<file path="src/rtl/tdm_demux.sv">
// tdm_demux: receive side of a slot-multiplexed link.
// One sample arrives per din_valid cycle. frame_sync marks slot 0.
// Samples are collected into per-slot shadow registers. A complete frame is
// published on dout together with a one-cycle dout_valid pulse.
// Optional feature macro: TDM_DEMUX_ERR_CNT_EN. When it is defined, a
// saturating framing-error counter drives err_count. When it is not defined,
// err_count is tied to 0.
//
// state  | meaning
// -------+--------------------------------------------------------------
// HUNT   | not aligned; drop samples until one arrives with frame_sync
// LOCKED | aligned; slot tracks the position of the next accepted sample

module tdm_demux #(
    parameter int WIDTH    = 8,
    parameter int CHANNELS = 4,
    parameter int SW       = $clog2(CHANNELS)
) (
    input  logic                      clk,
    input  logic                      rst_n,
    input  logic [WIDTH-1:0]          din,
    input  logic                      din_valid,
    input  logic                      frame_sync,
    output logic [CHANNELS*WIDTH-1:0] dout,
    output logic                      dout_valid,
    output logic                      frame_err,
    output logic                      locked,
    output logic [SW-1:0]             slot,
    output logic [7:0]                err_count
);

    typedef enum logic {
        HUNT   = 1'b0,
        LOCKED = 1'b1
    } state_t;

    localparam logic [SW-1:0] LAST_SLOT = SW'(CHANNELS - 1);

    state_t                      state_q, state_d;
    logic [SW-1:0]               slot_q, slot_d;
    logic [WIDTH-1:0]            shadow [CHANNELS-1];
    logic [CHANNELS*WIDTH-1:0]   dout_q;
    logic [CHANNELS*WIDTH-1:0]   frame_next;
    logic                        dout_valid_q;
    logic                        frame_err_q;
    logic                        wr_en;
    logic [SW-1:0]               wr_idx;
    logic                        complete;
    logic                        err;

    // The frame is assembled from the shadow slots. The last channel comes directly from din.
    for (genvar k = 0; k < CHANNELS - 1; k++) begin : g_frame
        assign frame_next[k*WIDTH +: WIDTH] = shadow[k];
    end
    assign frame_next[(CHANNELS-1)*WIDTH +: WIDTH] = din;

    // Next-state logic: slot tracking, shadow write select, completion and error detect.
    always_comb begin
        state_d  = state_q;
        slot_d   = slot_q;
        wr_en    = 1'b0;
        wr_idx   = slot_q;
        complete = 1'b0;
        err      = 1'b0;
        if (din_valid) begin
            unique case (state_q)
                HUNT: begin
                    if (frame_sync) begin
                        wr_en   = 1'b1;
                        wr_idx  = '0;
                        slot_d  = SW'(1);
                        state_d = LOCKED;
                    end
                end
                LOCKED: begin
                    if (frame_sync) begin
                        // A sync at any slot restarts the frame. An early sync is also an error.
                        err    = (slot_q != '0);
                        wr_en  = 1'b1;
                        wr_idx = '0;
                        slot_d = SW'(1);
                    end else if (slot_q == '0) begin
                        err     = 1'b1;
                        slot_d  = '0;
                        state_d = HUNT;
                    end else if (slot_q == LAST_SLOT) begin
                        complete = 1'b1;
                        slot_d   = '0;
                    end else begin
                        wr_en  = 1'b1;
                        wr_idx = slot_q;
                        slot_d = slot_q + SW'(1);
                    end
                end
                default: begin
                    state_d = HUNT;
                    slot_d  = '0;
                end
            endcase
        end
    end

    // State, slot counter and single-cycle strobes.
    always_ff @(posedge clk or negedge rst_n) begin
        if (!rst_n) begin
            state_q      <= HUNT;
            slot_q       <= '0;
            dout_valid_q <= 1'b0;
            frame_err_q  <= 1'b0;
        end else begin
            state_q      <= state_d;
            slot_q       <= slot_d;
            dout_valid_q <= complete;
            frame_err_q  <= err;
        end
    end

    // Shadow capture for slots 0..CHANNELS-2. The shadow is not cleared on error; each slot is overwritten before it is used.
    always_ff @(posedge clk or negedge rst_n) begin
        if (!rst_n) begin
            for (int i = 0; i < CHANNELS - 1; i++) begin
                shadow[i] <= '0;
            end
        end else begin
            for (int i = 0; i < CHANNELS - 1; i++) begin
                if (wr_en && (wr_idx == SW'(i))) begin
                    shadow[i] <= din;
                end
            end
        end
    end

    // The output frame loads only when a frame completes, so a partial frame never reaches dout.
    always_ff @(posedge clk or negedge rst_n) begin
        if (!rst_n) begin
            dout_q <= '0;
        end else if (complete) begin
            dout_q <= frame_next;
        end
    end

`ifdef TDM_DEMUX_ERR_CNT_EN
    logic [7:0] err_count_q;

    // Saturating count of framing errors. It updates on the same edge that raises frame_err.
    always_ff @(posedge clk or negedge rst_n) begin
        if (!rst_n) begin
            err_count_q <= '0;
        end else if (err && (err_count_q != 8'hFF)) begin
            err_count_q <= err_count_q + 8'd1;
        end
    end

    assign err_count = err_count_q;
`else
    assign err_count = '0;
`endif

    assign dout       = dout_q;
    assign dout_valid = dout_valid_q;
    assign frame_err  = frame_err_q;
    assign locked     = (state_q == LOCKED);
    assign slot       = slot_q;

endmodule

</file>
<file path="config.mk">
export PLATFORM = sky130hd
export DESIGN_NAME = tdm_demux
export DESIGN_NICKNAME = d
export VERILOG_FILES = /design/src/rtl/tdm_demux.sv
export SDC_FILE = /design/constraint.sdc
export NUM_CORES = 1
export LEC_CHECK = 0
export BUFFER_PORTS_ARGS = -buffer_cell sky130_fd_sc_hd__clkbuf_2
export CELL_PAD_IN_SITES_DETAIL_PLACEMENT = 0
export CELL_PAD_IN_SITES_GLOBAL_PLACEMENT = 1
export CORE_ASPECT_RATIO = 0.5
export CORE_MARGIN = 2
export CORE_UTILIZATION = 35
export CTS_CLUSTER_SIZE = 40
export DETAILED_ROUTE_END_ITERATION = 8
export PLACE_DENSITY = 0.73
export SLEW_MARGIN = 10
export SYNTH_ARGS = -nofsm -noshare
export SYNTH_HDL_FRONTEND = slang
export SYNTH_SLANG_ARGS = --single-unit
</file>
<file path="constraint.sdc">
create_clock -name clk -period 5.38 [get_ports clk]
set_input_delay 1.076 -clock clk [delete_from_list [all_inputs] [get_ports clk]]
set_output_delay 1.076 -clock clk [all_outputs]
set_load 0.01 [all_outputs]
</file>
==> run summary <==
Crit. End Element: register
Latest clock arrival within the worst-skew pair: 0.32 ns
Worst path required time: 5.58 ns
Most common cell in the netlist: dfrtp_1
Max-slew violation count: 0
Full die area: 7880 µm²
Overall routed net length: 4220 µm
Post-Syn Area per Cell: 16.1 µm²
Top cell type's share of synthesized area: 61.0%
Part of the power in the clock network: 31.7%
Root Driver: clkbuf_16
Flop2flop setup slack: 3.17 ns
Setup Buffers After CTS: 0
First DRT Iteration DRCs: 58
GRT Total Usage: 12.2%
Synth warn: 0
Hold Crit Class: register to register
Filler instances: 620
Gate Count Post-Synth: 155
Seq/Total Area, Yosys: 61.0%
Top post-synthesis cells by count: dfrtp_1 (61), mux2_2 (53), buf_4 (9), buf_6 (4), ha_1 (4)
Crit path arrival time: 2.42 ns
Post-cts resize count: 0
Pre-CTS setup slack: 2.79 ns
Hold path endpoint: dout[12]$_DFFE_PN0P_
Number of global-route vias before repair: 1,403
Net Switching: 0.000525 W
Worst hold stages: 1
Final Hold Violating Endpoints: 0
Clock Skew: 0.00562 ns
P_leak: 1.52 nW
Switching Share: 28.4%
Total negative slack: 0 ns
Antenna viol nets, final: 0
Internal power: 0.00132 W
Final worst slack: 3.16 ns
Vias post-DR: 1,408
Worst Tran Pin Value: 0.737 ns
Finish-stage setup viols: 0
Antenna fix cells: 0
Clk slew on worst S/H paths: 0.05 ns
Vias per cell: 4.60
Cell Rows: 21
VDD IR-drop max: 0.211 mV
Flops & latches, synth: 61
Placer Congestion: 0.800
R2R depth: 5
Pwr Density: 599 nW/µm²
CORE AREA: 6810 µm²
RSZ-0062 raised after global routing: false
Kind of critical path: input pin to register
Post-synth EDFFs: 0
First-pass GRT wire length: 7090 µm
Layout cell share with drive strength beyond 1: 57.5%
Top FF cell, synth: dfrtp_1
Status: completed
Worst hold path startpoint: frame_next[12]$_DFFE_PN0P_
Chip Height: 63.8 µm
DRC Markers: 0
Top cells by area, synth: dfrtp_1 (61%), mux2_2 (24%), buf_4 (2.7%), ha_1 (2.0%), buf_6 (1.8%)
Initial antenna violation count: 0
Relative slew slack: 50.9%
RR Endpoint: frame_next[11]$_DFFE_PN0P_
WL per Instance: 13.8 µm
Synth Cell Area: 2500 µm²
Worst r2r src: slot[1]$_DFFE_PN0P_
Overflow after GRT: 0
I/O Pins: 57
Synth-to-Final Area Change: 23.4%
CTS Hold Bufs: 0
Net count, final: 225
Post-layout util: 45.3%
Synth unique cells: 22
H-tree lvl count: 3
CP max FO: 33
CTS Sinks: 61
TritonCTS Buffers: 9
Synth area leader: dfrtp_1
Dpl hpwl: 2780 µm
Synth async-reset ratio: 100%
Fmax: 450 MHz
Seq pwr share: 41.8%
Power Total: 0.00185 W
Initial cell density of the core: 36.8%
Pre-antenna DRT Iters: 4
Critical Path Start Type: input pin
Die Wd: 124 µm
Clock Tree Buf Depth: 2
Fin crit share: 41.3%
Pin count of the biggest net entering global routing: 62
CTS tree: done
PortBufs: 48
Maxcap violations: 0
Minimum clock period after layout: 2.22 ns
Combinational share of power: 26.5%
## critical path, stage by stage
cell	delay, ns
clkbuf_2	0.13
inv_1	0.17
nand4_4	0.52
mux2_1	0.51
## sequential cells by signal (all words and copies together) (netlist names)
name	cells
frame_err	1
frame_next	24
locked	1
dout	32
slot	2
dout_valid	1
## logic make-up (layout without fill, tap and decap cells)
group	count (synthesis)	after routing	share of synthesized area [%]
adders and majority gates	4	4	2.00
other	1	8	0.150
muxes	56	56	25.2
AOI/OAI and AO/OA	7	7	2.10
and+or+nand+nor	9	9	4.40
buffers and inverters	17	69	5.10
DFF	61	61	61.0
## stage by stage
stage                     hold slack [ns]  std cells  area (µm²)
after floorplan                     0.454        162        2530
after global placement              0.465        290        2780
after CTS                           0.486        306        3090
after global routing                0.513        306        3090
final                               0.483        306        3090
after detailed placement            0.474        290        2780
## worst max path at each step
| stage | cells past startpoint | slack, ns | to | from |
|---|---|---|---|---|
| 3_3_place_gp | 4 | 2.84 | dout[8]$_DFFE_PN0P_ | frame_sync |
| 4_1_cts | 5 | 3.13 | frame_next[11]$_DFFE_PN0P_ | slot[1]$_DFFE_PN0P_ |
| 2_1_floorplan | 4 | 3.29 | frame_next[16]$_DFFE_PN0P_ | din_valid |
| 5_1_grt | 4 | 3.02 | dout[12]$_DFFE_PN0P_ | frame_sync |
| 6_report | 4 | 3.16 | dout[8]$_DFFE_PN0P_ | frame_sync |
| 3_5_place_dp | 4 | 2.79 | dout[8]$_DFFE_PN0P_ | frame_sync |
## layout by cell type (no fill, tap or decap), drive strengths merged
cell type	synthesis	layout
a21oi	2	2
a31oi	1	1
and4bb	1	1
buf	13	1
bufinv	0	2
clkbuf	0	59
clkinv	0	3
conb	1	8
dfrtp	61	61
ha	4	4
inv	4	4
mux2	56	56
nand2	1	1
nand3	1	1
nand4	1	1
nand4b	1	1
nor2	2	2
nor3	2	2
o21ai	2	2
o22ai	1	1
o2bb2ai	1	1
## layer usage
metal | track usage (%) | wire, µm
met5 | 0 | 0
met3 | 6.25 | 265
met2 | 19.0 | 2070
met1 | 14.3 | 1840
met4 | 5.11 | 41
## power by group through the flow
| stage | sequential (W) | combinational [W] | clock [W] |
|---|---|---|---|
| floorplan | 0.000810 | 0.000276 | 0 |
| global placement | 0.000771 | 0.000490 | 0 |
| detailed placement | 0.000782 | 0.000498 | 0 |
| CTS | 0.000775 | 0.000501 | 0.000600 |
| global route | 0.000801 | 0.000536 | 0.000628 |
| finish | 0.000772 | 0.000489 | 0.000587 |
## layout make-up
type,instances,area (µm²),area share [%]
Clock buffer,11,233,7.54
Clock inverter,5,75.1,2.43
Inverter,4,15.0,0.487
Multi-Input combinational cell,84,873,28.3
Sequential cell,61,1530,49.5
Tap cell,92,115,3.73
Timing Repair Buffer,49,248,8.03
Note: power is estimated with default switching activity, not from simulation.
